### config.mk
export PLATFORM = sky130hd
export DESIGN_NAME = pipe_stage_seq
export DESIGN_NICKNAME = d
export VERILOG_FILES = /design/src/rtl/pipe_pkg.sv /design/src/rtl/pipe_stage_reg.sv /design/src/rtl/pipe_stage_seq.sv
export SDC_FILE = /design/constraint.sdc
export NUM_CORES = 1
export LEC_CHECK = 0
export CAP_MARGIN = 20
export CORE_MARGIN = 1
export CORE_UTILIZATION = 50
export CTS_CLUSTER_DIAMETER = 50
export DETAILED_ROUTE_END_ITERATION = 6
export GPL_TIMING_DRIVEN = 0
export PLACE_DENSITY_LB_ADDON = 0.08
export SETUP_SLACK_MARGIN = 0.05
export SYNTH_ARGS = -nofsm -noshare
export SYNTH_HDL_FRONTEND = slang
export SYNTH_HIERARCHICAL = 1
export SYNTH_SLANG_ARGS = --single-unit
export TNS_END_PERCENT = 1
### constraint.sdc
create_clock -name clk -period 5.5 [get_ports clk]
set_input_delay 1.65 -clock clk [delete_from_list [all_inputs] [get_ports clk]]
set_output_delay 1.65 -clock clk [all_outputs]
set_load 0.005 [all_outputs]
### src/rtl/pipe_pkg.sv
// Shared types, trace names and helpers for the pipe_stage_seq sequencer.
package pipe_pkg;

  // Default four-stage naming; deeper pipes reuse the indices numerically.
  typedef enum logic [1:0] {
    FETCH   = 2'd0,
    DECODE  = 2'd1,
    EXECUTE = 2'd2,
    STORE   = 2'd3
  } stage_e;

  // Fixed-width ASCII names (8 chars, space padded) for trace/debug printers.
  localparam int NAME_W = 64;
  localparam logic [NAME_W-1:0] STAGE_NAMES [4] = '{
    "FETCH   ",
    "DECODE  ",
    "EXECUTE ",
    "STORE   "
  };

  // Widest stage_valid vector the popcount helper handles.
  localparam int MAX_STAGES = 32;

  // Number of set bits; callers zero-extend their valid vector to MAX_STAGES.
  function automatic int unsigned popcount(input logic [MAX_STAGES-1:0] bits);
    int unsigned n;
    n = 0;
    for (int i = 0; i < MAX_STAGES; i++) begin
      n += 32'(bits[i]);
    end
    return n;
  endfunction

endpackage

### src/rtl/pipe_stage_reg.sv
// One pipeline slot: a valid bit plus payload, loaded through the load_ok/adv handshake.
module pipe_stage_reg
  import pipe_pkg::*;
#(
  parameter int DATA_W = 32
) (
  input  logic              clk,
  input  logic              rst_n,
  input  logic              clr,
  input  logic              load_ok,
  input  logic              up_valid,
  input  logic [DATA_W-1:0] up_data,
  output logic              valid,
  output logic [DATA_W-1:0] data
);

  logic              valid_q;
  logic              valid_d;
  logic [DATA_W-1:0] data_q;
  logic [DATA_W-1:0] data_d;

  // Next-state: clear on flush, otherwise take the upstream token whenever the slot may load.
  always_comb begin
    valid_d = valid_q;
    data_d  = data_q;
    if (clr) begin
      valid_d = 1'b0;
    end else if (load_ok) begin
      valid_d = up_valid;
      if (up_valid) begin
        data_d = up_data;
      end
    end
  end

  // Slot registers with asynchronous active-low reset.
  always_ff @(posedge clk or negedge rst_n) begin
    if (!rst_n) begin
      valid_q <= 1'b0;
      data_q  <= '0;
    end else begin
      valid_q <= valid_d;
      data_q  <= data_d;
    end
  end

  assign valid = valid_q;
  assign data  = data_q;

endmodule

### src/rtl/pipe_stage_seq.sv
// Elastic in-order pipeline sequencer: ready chain, stall/flush gating, retire counter, occupancy.
module pipe_stage_seq
  import pipe_pkg::*;
#(
  parameter int DATA_W     = 32,
  parameter int NUM_STAGES = 4,
  parameter int CNT_W      = 16
) (
  input  logic                              clk,
  input  logic                              rst_n,
  input  logic                              in_valid,
  output logic                              in_ready,
  input  logic [DATA_W-1:0]                 in_data,
  input  logic                              stall,
  input  logic                              flush,
  output logic                              out_valid,
  input  logic                              out_ready,
  output logic [DATA_W-1:0]                 out_data,
  output logic [NUM_STAGES-1:0]             stage_valid,
  output logic [$clog2(NUM_STAGES+1)-1:0]   occupancy,
  output logic [CNT_W-1:0]                  retired_cnt
);

  localparam int OCC_W = $clog2(NUM_STAGES+1);

  logic                  go;
  logic                  chain_ok;
  logic                  accept;
  logic [NUM_STAGES-1:0] stage_v;
  logic [NUM_STAGES-1:0] load_ok;
  logic [NUM_STAGES-1:0] adv;
  logic [NUM_STAGES-1:0] up_valid;
  logic [DATA_W-1:0]     stage_data [NUM_STAGES];
  logic [CNT_W-1:0]      retired_q;
  logic [CNT_W-1:0]      retired_d;

  // Ready back-propagation from the sink to stage 0; stall or flush freezes every advance.
  always_comb begin
    go       = ~stall & ~flush;
    adv      = '0;
    load_ok  = '0;
    chain_ok = go & out_ready;
    for (int k = NUM_STAGES-1; k >= 0; k--) begin
      adv[k]     = stage_v[k] & chain_ok;
      load_ok[k] = ~stage_v[k] | adv[k];
      chain_ok   = go & load_ok[k];
    end
  end

  assign in_ready = rst_n & go & load_ok[0];
  assign accept   = in_valid & in_ready;

  // Token offered to each slot: the source for stage 0, the advancing neighbour otherwise.
  always_comb begin
    up_valid    = '0;
    up_valid[0] = accept;
    for (int k = 1; k < NUM_STAGES; k++) begin
      up_valid[k] = adv[k-1];
    end
  end

  for (genvar k = 0; k < NUM_STAGES; k++) begin : g_stage
    if (k == 0) begin : g_head
      pipe_stage_reg #(.DATA_W(DATA_W)) u_reg (
        .clk      (clk),
        .rst_n    (rst_n),
        .clr      (flush),
        .load_ok  (load_ok[k]),
        .up_valid (up_valid[k]),
        .up_data  (in_data),
        .valid    (stage_v[k]),
        .data     (stage_data[k])
      );
    end else begin : g_body
      pipe_stage_reg #(.DATA_W(DATA_W)) u_reg (
        .clk      (clk),
        .rst_n    (rst_n),
        .clr      (flush),
        .load_ok  (load_ok[k]),
        .up_valid (up_valid[k]),
        .up_data  (stage_data[k-1]),
        .valid    (stage_v[k]),
        .data     (stage_data[k])
      );
    end
  end

  // Retire count: the last stage advancing already excludes stall and flush cycles.
  always_comb begin
    retired_d = retired_q + CNT_W'(adv[NUM_STAGES-1]);
  end

  // Retired-token counter, wraps naturally at 2**CNT_W.
  always_ff @(posedge clk or negedge rst_n) begin
    if (!rst_n) begin
      retired_q <= '0;
    end else begin
      retired_q <= retired_d;
    end
  end

  assign out_valid   = stage_v[NUM_STAGES-1];
  assign out_data    = stage_data[NUM_STAGES-1];
  assign stage_valid = stage_v;
  assign occupancy   = OCC_W'(popcount(MAX_STAGES'(stage_v)));
  assign retired_cnt = retired_q;

endmodule

---- After elaboration in Yosys (flattened, before gate mapping) ----
Index checks and enable logic that the tools add are counted.
cells by class
  reductions and logical operators ........ 8
  bitwise gates (word level) .............. 22
  add/subtract/negate cells ............... 4
  mux-type cells .......................... 8
operators with widths
  cell                                      number
  16-bit by 1-bit adder with 16-bit output  1
  1-bit AND                                 12
  3-bit AND reduction                       4
  1-bit two-way mux                         8
  2-bit nonzero test                        4
  1-bit NOT                                 6
  1-bit bitwise OR                          4
  2-bit by 1-bit adder with 3-bit output    1
  3-bit by 1-bit adder with 3-bit output    1
  1-bit by 1-bit adder with 2-bit output    1
word-level totals
  logic and storage cells ................. 51
  register bits after elaboration ......... 148
  output and inout bits ................... 57

---- Depth between registers and ports, before layout ----
Gate-level depths: netlist of run 1.
  word-level depth ........................ 18
  depth in mapped cells ................... 8
  gate-level depth less buffers ........... 8

---- By module ----
The synthesis of run 1 kept the hierarchy.
by module, submodules not included
  module          area an instance (um2)  times used  cells an instance
  pipe_stage_reg  1366.3                  4           71
  pipe_stage_seq  885.8                   1           83

---- Least setup slack after synthesis of run 1 ----
Ideal clock, no wire load.
  path type ............................... input -> output
  start ................................... in flush
  end ..................................... out in_ready
  slack ................................... 1.783 ns
  cell stages on the path ................. 2
  required time ........................... 3.850 ns
  arrival ................................. 2.067 ns
  buffers on the path ..................... 0
  path through ............................ nor2_1 o211a_1
between the ends
  word-level cells in the longest chain between the ends .. 15
  elaborated cells on any way between the ends .. 16
  those cells by class .................... bitwise (16)
ends and longest elaborated chain
  what                     line                  source
  from (decl)              pipe_stage_seq.sv:15  input logic flush,
  1-bit NOT (no line) (*)  -
  1-bit AND (*)            pipe_stage_seq.sv:39  go = ~stall & ~flush;
  1-bit AND                pipe_stage_seq.sv:42  chain_ok = go & out_ready;
  1-bit AND                pipe_stage_seq.sv:44  adv[k] = stage_v[k] & chain_ok;
  1-bit bitwise OR         pipe_stage_seq.sv:45  load_ok[k] = ~stage_v[k] | adv[k];
  1-bit AND                pipe_stage_seq.sv:46  chain_ok = go & load_ok[k];
  1-bit AND                pipe_stage_seq.sv:44
  1-bit bitwise OR         pipe_stage_seq.sv:45
  1-bit AND                pipe_stage_seq.sv:46
  1-bit AND                pipe_stage_seq.sv:44
  1-bit bitwise OR         pipe_stage_seq.sv:45
  1-bit AND                pipe_stage_seq.sv:46
  1-bit AND                pipe_stage_seq.sv:44
  1-bit bitwise OR         pipe_stage_seq.sv:45
  1-bit AND (*)            pipe_stage_seq.sv:50  assign in_ready = rst_n & go & load_ok[0];
  to (decl)                pipe_stage_seq.sv:12  output logic in_ready,
Every way passes the cells marked *; elsewhere a longest branch is shown, timed or not.

---- Worst setup path after layout of run 1 ----
Same ends and word-level chain as after synthesis.

==> results summary, run 1 <==
The fraction of met1 tracks used by global routing came out at 24.4%. The endpoint identified for the worst register-to-register timing path is retired_cnt[10]. The number of distinct standard cells referenced by the synthesized netlist is 27.

In this run the power spent charging and discharging nets is 529 uW. The final hold slack is 0.462 ns. IR analysis of the VDD net gives a maximum drop of 181 uV. The max-capacitance violation count came out at 0. The total setup buffers inserted after CTS came out at 0. The worst-case setup slack after placement came out at 0.536 ns. The part of the total power dissipated in combinational logic is 6.5%. The clock-pin transition on the worst setup and hold timing paths is 0.06 ns.

For met3 alone, demand over resource in global routing was 5.19%. The remaining global-route overflow is 0. Relative to the synthesized area, the layout overhead comes to 28.6%.

The worst setup margin is 0.542 ns. The count of inserted antenna diode cells came out at 0. The post-route clock skew came out at 0.00274 ns. The worst min-delay path startpoint is retired_cnt[15]. Synthesis inferred 148 register bits. The share of the yosys chip area belonging to registers came out at 58.3%. The effective utilization at floorplan came out at 52.0%. The total number of placement rows is 40.

Setup repair after global routing left no endpoint under its margin. The count of cells along the worst register-to-register path is 7. The worst register-to-register path begins at g_stage[3].g_body.u_reg/valid. The master cell of the clock root buffer is sky130_fd_sc_hd__clkbuf_16. From bottom edge to top edge, the die measures 115 microns. Synthesis produced 367 cells. The first detailed-routing pass took 4 iterations.

The post-synthesis instance area is 6350 sq um. The total core area came out at 12200 sq um. The wire length of the first global-routing pass is 18100 microns. By area the synthesized netlist is led by sky130_fd_sc_hd__dfrtp_1 58%, sky130_fd_sc_hd__mux2_4 28%, sky130_fd_sc_hd__buf_6 2.1%.

Port buffering added 94 buffers. The maximum number of pins on one net before global-route repair is 82. The mean instance size in the synthesized netlist is 17.3 sq um. Static timing analysis puts the maximum clock frequency at 0.202 GHz. The internal portion of the total power is 2.06 mW. After filler insertion, the fill cell instance count of the layout stands at 900. The number of buffers created by CTS came out at 17. Data arrives at the worst endpoint at 3.31 ns. The switching power as a share of total power came out at 20.4%. The cell taking the most area after synthesis is sky130_fd_sc_hd__dfrtp_1. The worst pin sits at a relative slew slack of 57.5%. Once the clock tree was built, the resizer swapped 0 gates to a different size.

In this run the power density over the cells is 317 nW/um^2. The leakage power summed over all cells is 4.23 nW. The final routed wirelength across all metal layers came out at 10700 microns. The portion of synthesized cell area occupied by the leading cell type is 58.3%. The number of nets still failing antenna checks after routing came out at 0. Sequential cells burn 46.4% of the power. The kind of capture point of the worst setup path is an output pin. The flow ran to the end, and the final reports show no timing, DRC or antenna violations.

The required time reported for the critical path endpoint came out at 3.85 ns. The count of final hold-check violations is 0. The number of primary I/O pins came out at 95. With fillers left out, the area of the finished cells amounts to 8170 sq um. The total placed instance area is 7530 sq um. The largest driver fanout on the critical path is 9. The number of clock sinks is 148. TritonCTS built the clock tree. The maximum level of the CTS H-tree came out at 4. The max-slew violation count is 0.

The overall global routing resource usage is 18.7%. The count of hold buffers inserted by post-cts repair is 0. The total chip power came out at 2.59 mW.

The horizontal die dimension is 115 microns. The setup slack of the most critical reg-to-reg path came out at 3.57 ns. The kind of launch point of the worst setup path is an input port. The final route contains 3250 vias. The routability congestion estimate from global placement came out at 0.711. The via count of the first global-routing pass came out at 3410. The slew at the pin closest to its max-slew limit is 0.638 ns. For hold timing, the worst endpoint is retired_cnt[15]. The total number of yosys warnings is 6. After detailed routing, the average wire length per cell comes to 16.2 microns.

Setup violations remaining at the end of the flow were counted as 0. The time the final worst path needs with I/O delays and setup is 4.96 ns. The share of total power dissipated in the clock network is 47.1%. The starting DRC count in detailed routing is 124. The maximum buffer depth of the clock tree came out at 2.

The number of antenna violations at the first check in global routing came out at 0. The global routing stage identified its most utilized layer as met2. The mean number of vias per cell came out at 4.91. The worst setup path is of the input port to output pin kind.

The path class of the tightest hold or removal check is flip-flop to flip-flop. Detailed placement ended at an HPWL of 7020 microns. For this run, the post-layout net count is 524. The number of instances on the worst hold path came out at 1. The layout cell share with drive strength beyond 1 is 37.7%. The count of unresolved DRC violations after routing is 0. The post-route fraction of the period consumed by the critical path is 90.2%. The full die area came out at 13200 sq um. The source-to-sink clock delay at the later pin of the worst-skew pair is 0.42 ns. In the global route stage, met2 resource usage came out at 29.1%. The number of nets produced by synthesis is 410.
[flip-flops by register name, indices dropped and copies added (netlist names)]
name and count:
g_stage.g_body.u_reg/data 96, g_stage.g_body.u_reg/valid 3, g_stage.g_head.u_reg/data 32, g_stage.g_head.u_reg/valid 1, retired_cnt 16
[power groups by stage]
| stage | Clock (mW) | Combinational [mW] | Sequential (mW) |
|---|---|---|---|
| after floorplan | 0 | 0.109 | 1.21 |
| after global placement | 0 | 0.165 | 1.22 |
| after detailed placement | 0 | 0.171 | 1.22 |
| after CTS | 1.25 | 0.174 | 1.20 |
| after global routing | 1.31 | 0.185 | 1.21 |
| final | 1.22 | 0.170 | 1.20 |
[cell usage after synthesis, drive strengths merged]
| cell | number |
|---|---|
| dfrtp | 148 |
| mux2 | 128 |
| buf | 13 |
| nor2 | 11 |
| nand2 | 10 |
| xor2 | 10 |
| inv | 8 |
| nand3 | 5 |
| nand3b | 5 |
| ha | 4 |
| mux2i | 4 |
| nor3 | 4 |
| nor4 | 4 |
| xnor2 | 4 |
| nand4 | 3 |
| and2 | 1 |
| and3 | 1 |
| fa | 1 |
| nand4b | 1 |
| o211a | 1 |
| o21ai | 1 |
[metal layers]
layer	share of wire, %	wire [microns]
met1	46	4880
met2	48	5180
met3	4.4	468
met4	1.8	192
met5	0	0
[final cells by class]
class | count | area, sq um | area share, %
buffer | 13 | 143 | 1.75
clock buffer | 19 | 453 | 5.55
clock inverter | 13 | 181 | 2.22
inverter | 8 | 30.0 | 0.368
multi-input combinational | 198 | 2470 | 30.3
sequential | 148 | 3700 | 45.4
tap | 168 | 210 | 2.57
timing repair buffer | 95 | 970 | 11.9
[logic make-up after synthesis]
group / count (synthesis) / synth area share (%)
compound gates: 2 / 0.236
flops: 148 / 58.3
fa+ha+maj: 5 / 1.10
mux: 132 / 30.4
buf+inv: 21 / 2.72
xor+xnor: 14 / 1.93
simple gates: 45 / 5.28
[worst max-delay path by stage]
stage / startpoint / slack (ns) / end / cells past startpoint
floorplan: flush / 1.78 / in_ready / 2
global placement: rst_n / -4.29 / in_ready / 3
detailed placement: flush / 0.54 / in_ready / 4
CTS: flush / 0.53 / in_ready / 4
global route: flush / 0.44 / in_ready / 4
finish: flush / 0.54 / in_ready / 4
[worst max-delay path: stages]
cell	delay [ns]
sky130_fd_sc_hd__clkdlybuf4s50_1	0.55
sky130_fd_sc_hd__nor2_1	0.36
sky130_fd_sc_hd__o211a_1	0.22
sky130_fd_sc_hd__clkdlybuf4s50_1	0.52
[per-stage QoR]
| step | setup TNS, ns | util (%) | std cells |
|---|---|---|---|
| after CTS | 0 | 66.9 | 662 |
| after global placement | -565.23 | 61.4 | 629 |
| after detailed placement | 0 | 61.7 | 630 |
| final | 0 | 66.9 | 662 |
| after global routing | 0 | 66.9 | 662 |
| after floorplan | 0 | - | 367 |
[cells in the final DEF (no fill, tap or decap), types with 2 or more instances in the layout]
cell type	Yosys	final
sky130_fd_sc_hd__buf_6	12	13
sky130_fd_sc_hd__bufinv_16	0	4
sky130_fd_sc_hd__clkbuf_16	0	17
sky130_fd_sc_hd__clkbuf_8	0	2
sky130_fd_sc_hd__clkdlybuf4s50_1	0	93
sky130_fd_sc_hd__clkinv_2	0	4
sky130_fd_sc_hd__clkinv_4	0	3
sky130_fd_sc_hd__clkinvlp_4	0	2
sky130_fd_sc_hd__dfrtp_1	148	148
sky130_fd_sc_hd__ha_1	4	4
sky130_fd_sc_hd__inv_1	8	8
sky130_fd_sc_hd__mux2_2	8	8
sky130_fd_sc_hd__mux2_4	120	120
sky130_fd_sc_hd__mux2i_1	4	4
sky130_fd_sc_hd__nand2_1	10	10
sky130_fd_sc_hd__nand3_1	4	4
sky130_fd_sc_hd__nand3b_4	4	4
sky130_fd_sc_hd__nor2_1	11	11
sky130_fd_sc_hd__nor3_1	4	4
sky130_fd_sc_hd__nor4_2	4	4
sky130_fd_sc_hd__xnor2_1	4	4
sky130_fd_sc_hd__xor2_1	10	10
No activity file was read; power rests on OpenSTA's default activity.
==> run 2: changes to the inputs <==
--- a/config.mk
+++ b/config.mk
@@ -18,3 +18,2 @@
 export SYNTH_HIERARCHICAL = 1
 export SYNTH_SLANG_ARGS = --single-unit
-export TNS_END_PERCENT = 1
==> constraint.sdc (replaced) <==
create_clock -name clk -period 5.5 [get_ports clk]
set_input_delay 1.65 -clock clk [delete_from_list [all_inputs] [get_ports clk]]
set_output_delay 1.65 -clock clk [all_outputs]
set_load 0.01 [all_outputs]
==> results of run 2 <==
The final DEF is identical to that of run 1. Status: completed.
Main changes from that run: setup slack after placement 0.536 ns -> 0.502 ns; setup slack after layout 0.542 ns -> 0.508 ns
